## src/rtl/pulse_train_gen.sv

```systemverilog
// rtl/pulse_train_gen.sv - programmable pulse-train source with start/stop handshake.
// Optional continuous mode (burst_len=0) under macro PULSE_TRAIN_CONT_EN.
module pulse_train_gen #(
  parameter int CNT_W   = 16,
  parameter int BURST_W = 8
) (
  input  logic               clk,
  input  logic               rst_n,
  input  logic               start,
  input  logic               stop,
  input  logic [CNT_W-1:0]   width,
  input  logic [CNT_W-1:0]   period,
  input  logic [BURST_W-1:0] burst_len,
  output logic               pulse_out,
  output logic               busy,
  output logic               done,
  output logic               err,
  output logic [BURST_W-1:0] pulse_cnt
);

  typedef enum logic [1:0] {
    IDLE = 2'd0,
    HIGH = 2'd1,
    LOW  = 2'd2
  } state_t;

  state_t             r_state, w_state_nxt;
  logic [CNT_W-1:0]   r_phase, w_phase_nxt;
  logic [CNT_W-1:0]   r_width, w_width_nxt;
  logic [CNT_W-1:0]   r_period, w_period_nxt;
  logic [BURST_W-1:0] r_burst, w_burst_nxt;
  logic [BURST_W-1:0] r_pulse_cnt, w_cnt_nxt;
  logic               r_cont, w_cont_nxt;
  logic               r_pulse, w_pulse_nxt;
  logic               r_busy, w_busy_nxt;
  logic               r_done, w_done_nxt;
  logic               r_err, w_err_nxt;

  logic               w_burst_ok;
  logic               w_cont_req;
  logic               w_cfg_ok;
  logic               w_last;
  logic [CNT_W-1:0]   w_low_len;
  logic [BURST_W-1:0] w_cnt_inc;

`ifdef PULSE_TRAIN_CONT_EN
  assign w_burst_ok = 1'b1;
  assign w_cont_req = (burst_len == '0);
`else
  assign w_burst_ok = (burst_len != '0);
  assign w_cont_req = 1'b0;
`endif

  assign w_cfg_ok  = (width != '0) && (period > width) && w_burst_ok;
  assign w_low_len = r_period - r_width;
  assign w_last    = !r_cont && (r_pulse_cnt == r_burst);
  // Saturating increment; only reachable in continuous mode.
  assign w_cnt_inc = (r_pulse_cnt == '1) ? r_pulse_cnt : r_pulse_cnt + BURST_W'(1);

  always_comb begin
    w_state_nxt  = r_state;
    w_phase_nxt  = r_phase;
    w_width_nxt  = r_width;
    w_period_nxt = r_period;
    w_burst_nxt  = r_burst;
    w_cont_nxt   = r_cont;
    w_cnt_nxt    = r_pulse_cnt;
    w_pulse_nxt  = 1'b0;
    w_busy_nxt   = 1'b0;
    w_done_nxt   = 1'b0;
    w_err_nxt    = 1'b0;
    case (r_state)
      IDLE: begin
        if (start && !stop) begin
          if (w_cfg_ok) begin
            w_state_nxt  = HIGH;
            w_phase_nxt  = CNT_W'(1);
            w_width_nxt  = width;
            w_period_nxt = period;
            w_burst_nxt  = burst_len;
            w_cont_nxt   = w_cont_req;
            w_cnt_nxt    = BURST_W'(1);
            w_pulse_nxt  = 1'b1;
            w_busy_nxt   = 1'b1;
          end else begin
            w_err_nxt = 1'b1;
          end
        end
      end
      HIGH: begin
        if (stop) begin
          w_state_nxt = IDLE;
        end else begin
          w_busy_nxt = 1'b1;
          if (r_phase == r_width) begin
            w_state_nxt = LOW;
            w_phase_nxt = CNT_W'(1);
          end else begin
            w_phase_nxt = r_phase + CNT_W'(1);
            w_pulse_nxt = 1'b1;
          end
        end
      end
      LOW: begin
        if (stop) begin
          w_state_nxt = IDLE;
        end else if (r_phase == w_low_len) begin
          if (w_last) begin
            w_state_nxt = IDLE;
            w_done_nxt  = 1'b1;
          end else begin
            w_state_nxt = HIGH;
            w_phase_nxt = CNT_W'(1);
            w_cnt_nxt   = w_cnt_inc;
            w_pulse_nxt = 1'b1;
            w_busy_nxt  = 1'b1;
          end
        end else begin
          w_phase_nxt = r_phase + CNT_W'(1);
          w_busy_nxt  = 1'b1;
        end
      end
      default: w_state_nxt = IDLE;
    endcase
  end

  always_ff @(posedge clk or negedge rst_n) begin
    if (!rst_n) begin
      r_state     <= IDLE;
      r_phase     <= '0;
      r_width     <= '0;
      r_period    <= '0;
      r_burst     <= '0;
      r_cont      <= 1'b0;
      r_pulse_cnt <= '0;
      r_pulse     <= 1'b0;
      r_busy      <= 1'b0;
      r_done      <= 1'b0;
      r_err       <= 1'b0;
    end else begin
      r_state     <= w_state_nxt;
      r_phase     <= w_phase_nxt;
      r_width     <= w_width_nxt;
      r_period    <= w_period_nxt;
      r_burst     <= w_burst_nxt;
      r_cont      <= w_cont_nxt;
      r_pulse_cnt <= w_cnt_nxt;
      r_pulse     <= w_pulse_nxt;
      r_busy      <= w_busy_nxt;
      r_done      <= w_done_nxt;
      r_err       <= w_err_nxt;
    end
  end

  assign pulse_out = r_pulse;
  assign busy      = r_busy;
  assign done      = r_done;
  assign err       = r_err;
  assign pulse_cnt = r_pulse_cnt;

endmodule

```

## config.mk

```make
export PLATFORM = sky130hd
export DESIGN_NAME = pulse_train_gen
export DESIGN_NICKNAME = d
export VERILOG_FILES = /design/src/rtl/pulse_train_gen.sv
export SDC_FILE = /design/constraint.sdc
export NUM_CORES = 1
export LEC_CHECK = 0
export ABC_AREA = 0
export CORE_MARGIN = 2
export CORE_UTILIZATION = 55
export CTS_CLUSTER_DIAMETER = 100
export CTS_CLUSTER_SIZE = 14
export DETAILED_ROUTE_END_ITERATION = 8
export DONT_BUFFER_PORTS = 1
export PLACE_DENSITY = 0.7
export SYNTH_ARGS = -nofsm -noshare
export SYNTH_HDL_FRONTEND = slang
export SYNTH_SLANG_ARGS = --single-unit
```

## constraint.sdc

```tcl
create_clock -name clk -period 4.55 [get_ports clk]
set_clock_uncertainty 0.2 [all_clocks]
set_input_delay 0.91 -clock clk [delete_from_list [all_inputs] [get_ports clk]]
set_output_delay 0.91 -clock clk [all_outputs]
set_load 0.02 [all_outputs]
```

# Yosys cells after proc, flatten, opt, wreduce, memory -nomap -nowiden
# Cells that the tools add are included.
dict set report totals {
  regBits 70
  input_bits 44
  output_inout_bits 12
  word_cells 85
}
dict set report op_classes {
  n_addsub 3
  n_lt_le_gt_ge 1
  n_eq_ne 16
  n_mux 42
  n_reduce_logical 13
}
# operator n
set ops {}
lappend ops {{16-bit 2-to-1 mux} 7}
lappend ops {{8-bit 2-to-1 mux} 6}
lappend ops {{16-bit case mux with 3 select lines} 1}
lappend ops {{16-bit equality test} 2}
lappend ops {{1-bit 2-to-1 mux} 18}
lappend ops {{16-bit by 1-bit adder with 16-bit output (second input constant)} 1}
lappend ops {{16-bit greater-than comparator} 1}
lappend ops {{8-bit case mux with 2 select lines} 1}
lappend ops {{16-bit nonzero test} 1}
lappend ops {{16-bit subtractor} 1}
lappend ops {{2-bit inequality test (second input constant)} 7}
lappend ops {{2-bit 2-to-1 mux} 6}
lappend ops {{3-bit inequality test (second input constant)} 3}
lappend ops {{8-bit by 1-bit adder with 8-bit output (second input constant)} 1}
lappend ops {{8-bit equality test} 1}
lappend ops {{8-bit equality test (second input constant)} 1}
lappend ops {{8-bit nonzero test} 1}
lappend ops {{7-bit AND reduction} 1}
lappend ops {{1-bit case mux with 3 select lines} 2}
lappend ops {{2-bit case mux with 3 select lines} 1}
lappend ops {{6-bit AND reduction} 1}
lappend ops {{4-bit AND reduction} 1}
lappend ops {{1-bit logical AND} 3}
lappend ops {{3-bit AND reduction} 1}
lappend ops {{other kinds (6)} 6}

# Logic depth before layout (Yosys ltp)
dict set report depth {
  depth_word 6
  mapped_depth 14
  depth_no_buf 12
}

# Least setup slack after synthesis
# No wires, ideal clock.
dict set report synth_timing {
  kind {flip-flop to flip-flop}
  start {register r_width[0]}
  end {register r_phase[11]}
  setup_time_ns 0.121
  arrival_ns 3.240
  required_ns 4.229
  setup_slack_ns 0.989
  stages_incl_launch_ff 13
  n_path_buf 1
  synth_period_minus_slack_ns 3.561
  cell_sequence {dfrtp_1 -> ha_1 -> fa_1 -> nand2b_1 -> a21o_1 -> a211oi_1 -> mux2i_1 -> o211ai_4 -> nor4_4 -> o21ai_2 -> buf_2 -> a21o_1 -> a22o_1}
}
dict set report synth_between {
  elab_chain_len 5
  word_cells_on_any_way 10
  classes_between {1 x add/sub; 3 x eq/ne; 5 x mux; 1 x reduce/logical}
}
# element line_no
set synth_rtl {}
lappend synth_rtl {{from (decl)} 29} ;# logic [CNT_W-1:0] r_width, w_width_nxt;
lappend synth_rtl {{from (signal assigned)} 143} ;# r_width <= w_width_nxt;
lappend synth_rtl {{16-bit subtractor} 55} ;# assign w_low_len = r_period - r_width;
lappend synth_rtl {{16-bit equality test} 107} ;# end else if (r_phase == w_low_len) begin
lappend synth_rtl {{16-bit 2-to-1 mux} 107}
lappend synth_rtl {{16-bit 2-to-1 mux} 105} ;# if (stop) begin
lappend synth_rtl {{16-bit case mux with 3 select lines} 72} ;# case (r_state)
lappend synth_rtl {{to (signal assigned)} 142} ;# r_phase <= w_phase_nxt;
lappend synth_rtl {{to (decl)} 28} ;# logic [CNT_W-1:0] r_phase, w_phase_nxt;
# Several ways; a longest one is shown, not always the timed one. The select of a mux whose other input is x is not followed.
# A chain may end at the register's enable or synchronous reset.

# Final worst setup path
dict set report layout_timing {
  start {register r_width[0]}
  end {register r_phase[3]}
}
# The elaborated chain is that of the path after synthesis.

==> flow_summary.json <==
{
  "reg2reg_depth": 11,
  "status": "completed",
  "fin_nets": 656,
  "diodes": 0,
  "routed_wl_mm": 12.6,
  "synthXorXnorAreaFrac_pct": 8.29,
  "setup.worst_path.end_class": "register",
  "ir_drop_uv": 299,
  "cts_inserted_buffers": 9,
  "ys_seq_area_share_pct": 32.9,
  "num-fill-cells": 810,
  "io_buffers": 0,
  "powerDensity_nw_per_um2": 767,
  "cts_tree": "done",
  "path_clk_slew_ns": 0.09,
  "synth_area_leader_cell": "dfrtp_1",
  "fin_tns_setup_ns": 0,
  "drt-pass1-iter-count": 5,
  "avgSynthCellArea_sq_um": 9.09,
  "crit_fanout": 13,
  "fp.dieW_um": 102,
  "ant_nets": 0,
  "multi_input_area_sq_um": 3230,
  "reg2reg_from": "r_width[0]$_DFFE_PN0P_",
  "ys_types": 71,
  "clk_path_buf_depth": 2,
  "drive_above_1_share_pct": 11.9,
  "synth_area_sq_um": 5330,
  "cp_slowest_cell": "nor4_4",
  "cts-hold-fix-buffers": 0,
  "relSlewSlack_pct": 50.2,
  "synth_top_family_by_area": "compound AO/OA/AOI/OAI gates",
  "setup_viol": 0,
  "finalCritPeriodShare_pct": 87.6,
  "drc": 0,
  "final_area_sq_um": 5640,
  "place_congestion": 0.866,
  "htreeDepth": 3,
  "finalHoldViolCount": 0,
  "synth-compound-area-share_pct": 20.6,
  "grt_overflow": 0,
  "fp.coreArea_sq_um": 9330,
  "crit_path_cell_trace": "ha_1 > fa_1 > nand2b_1 > a21o_1 > a211oi_1 > mux2i_1 > o211ai_4 > nor4_4 > o21ai_2 > a21o_1 > a22o_1",
  "drtIter0Drc": 298,
  "post_drt_wl_per_cell_um": 17.9,
  "cts_resized": 0,
  "syn_inst": 586,
  "regArea_sq_um": 1750,
  "crit_path_start_kind": "register",
  "grt_antenna_before_repair": 0,
  "synth.area.mux_share_pct": 6.04,
  "place_area_sq_um": 5370,
  "grt_util_all_layers_pct": 25.9,
  "area_growth_pct": 5.87,
  "async_reset_ff_share_pct": 100,
  "place_hpwl_mm": 10.1,
  "clock_latency_ns": 0.36,
  "synth_top_area_share_pct": 32.9,
  "grt_max_degree": 71,
  "period_minus_slack_ns": 3.99,
  "rr_endpoint": "r_phase[3]$_DFFE_PN0P_",
  "cts_sinks": 70,
  "synth-simple-area-share_pct": 16.3,
  "critical-path-max-stage-delay_ns": 0.61,
  "cap_violations": 0,
  "post_cts_buffers": 0,
  "vias": 4253,
  "yosys_warnings": 0,
  "grt_pass1_wl_mm": 20.9,
  "synth-edff-count": 0,
  "synthFlopType": "dfrtp_1",
  "max_freq_mhz": 251,
  "rsz0062_at_grt": "false",
  "ys_ff_latch": 70,
  "leakagePower_uw": 0.00257,
  "hold_slack_ns": 0.0350,
  "die_y_um": 102,
  "root_buffer": "clkbuf_8",
  "required_ns": 4.58,
  "tightest_slew_ns": 0.744,
  "ios": 56,
  "dieArea_sq_um": 10500,
  "rows": 35,
  "synth_fp_nets": 669,
  "r2r_slack_ns": 0.56,
  "start_util_pct": 57.1,
  "grt_pass1_vias": 4207,
  "cp.arrival_ns": 4.02,
  "synthTopCellsByArea": "dfrtp_1, ha_1, mux2_2",
  "hold_path.class": "in2async",
  "drv_slew": 0,
  "cp_common_cell": "a21o_1",
  "routed_via_density": 6.02,
  "crit_type": "reg2reg",
  "synth_fa_ha_area_share_pct": 9.30
}
## cell usage in the layout, fill, tap and decap left out, types with 7 or more instances in the layout
cell type and instances:
a21o_1 18, a21oi_1 28, nand3_1 18, dfrtp_1 70, nor4_1 11, o211ai_1 7
inv_1 51, nand2_1 51, xor2_1 24, clkbuf_8 10, nor2_1 37, ha_1 38
o21ai_0 30, nand4_1 13, nor3_1 9, o21bai_1 7, xnor2_1 22, mux2_2 25
a22o_1 11
## power breakdown
part | switching [uW] | internal (uW)
clock network | 246 | 437
registers | 218 | 823
logic | 1510 | 1090
total | 1980 | 2350
## synthesized netlist by cell type (13+ instances only)
master and n:
a21o_1 18, a21oi_1 28, clkbuf_1 13, dfrtp_1 70, ha_1 38, inv_1 51
mux2_2 25, nand2_1 52, nand3_1 18, nand4_1 13, nor2_1 37, o21ai_0 30
xnor2_1 22, xor2_1 24
## cell families (layout without fill, tap and decap cells)
group,after synthesis,after routing
AOI/OAI and AO/OA,152,152
xor gates and xnor gates,48,48
adders and majority gates,39,39
buffers and inverters,78,70
DFF,70,70
muxes,29,29
and+or+nand+nor,170,170
## state kept, by name, summed over array words and instances, names as in the netlist
name	cells
r_phase	16
pulse_out	1
err	1
r_width	16
done	1
r_period	16
pulse_cnt	8
r_burst	8
busy	1
r_state	2
## how the worst max path moves through the flow
stage / startpoint / to / slack (ns)
after global routing: r_width[0]$_DFFE_PN0P_ / r_phase[7]$_DFFE_PN0P_ / 0.32
after global placement: r_width[0]$_DFFE_PN0P_ / r_phase[13]$_DFFE_PN0P_ / 0.68
after CTS: r_width[0]$_DFFE_PN0P_ / r_phase[3]$_DFFE_PN0P_ / 0.54
after floorplan: r_width[0]$_DFFE_PN0P_ / r_phase[11]$_DFFE_PN0P_ / 0.99
final: r_width[0]$_DFFE_PN0P_ / r_phase[3]$_DFFE_PN0P_ / 0.56
after detailed placement: r_width[0]$_DFFE_PN0P_ / r_phase[11]$_DFFE_PN0P_ / 0.56
## final cells by class
class / instances / share of cell area, %
multi-input combinational: 438 / 57.3
sequential: 70 / 31.1
inverter: 51 / 3.40
tap: 129 / 2.86
clock buffer: 11 / 2.51
clock inverter: 5 / 2.29
timing repair buffer: 3 / 0.621
## critical path, delay by kind of cell, from the launching register on
family	cells	cell delay, ns
AND/OR/NAND/NOR	2	0.80
flip-flops	1	0.41
adder cells (fa/ha/maj)	2	0.66
AO/OA/AOI/OAI	6	1.44
multiplexers	1	0.37
## routing by layer
metal	global-route usage, %	share of wire [%]
met1	37.5	47
met2	40.2	46
met3	3.90	5.9
met4	7.59	1.7
met5	0	0
## through the flow
step / worst slack [ns] / total power [uW] / util (%) / instances
CTS: 0.544 / 4310 / 60.4 / 707
floorplan: 0.989 / 3130 / - / 586
finish: 0.563 / 4320 / 60.4 / 707
global route: 0.317 / 4660 / 60.4 / 707
global placement: 0.682 / 3550 / 57.5 / 691
detailed placement: 0.565 / 3610 / 57.5 / 691
Note: power is estimated with default switching activity, not from simulation.
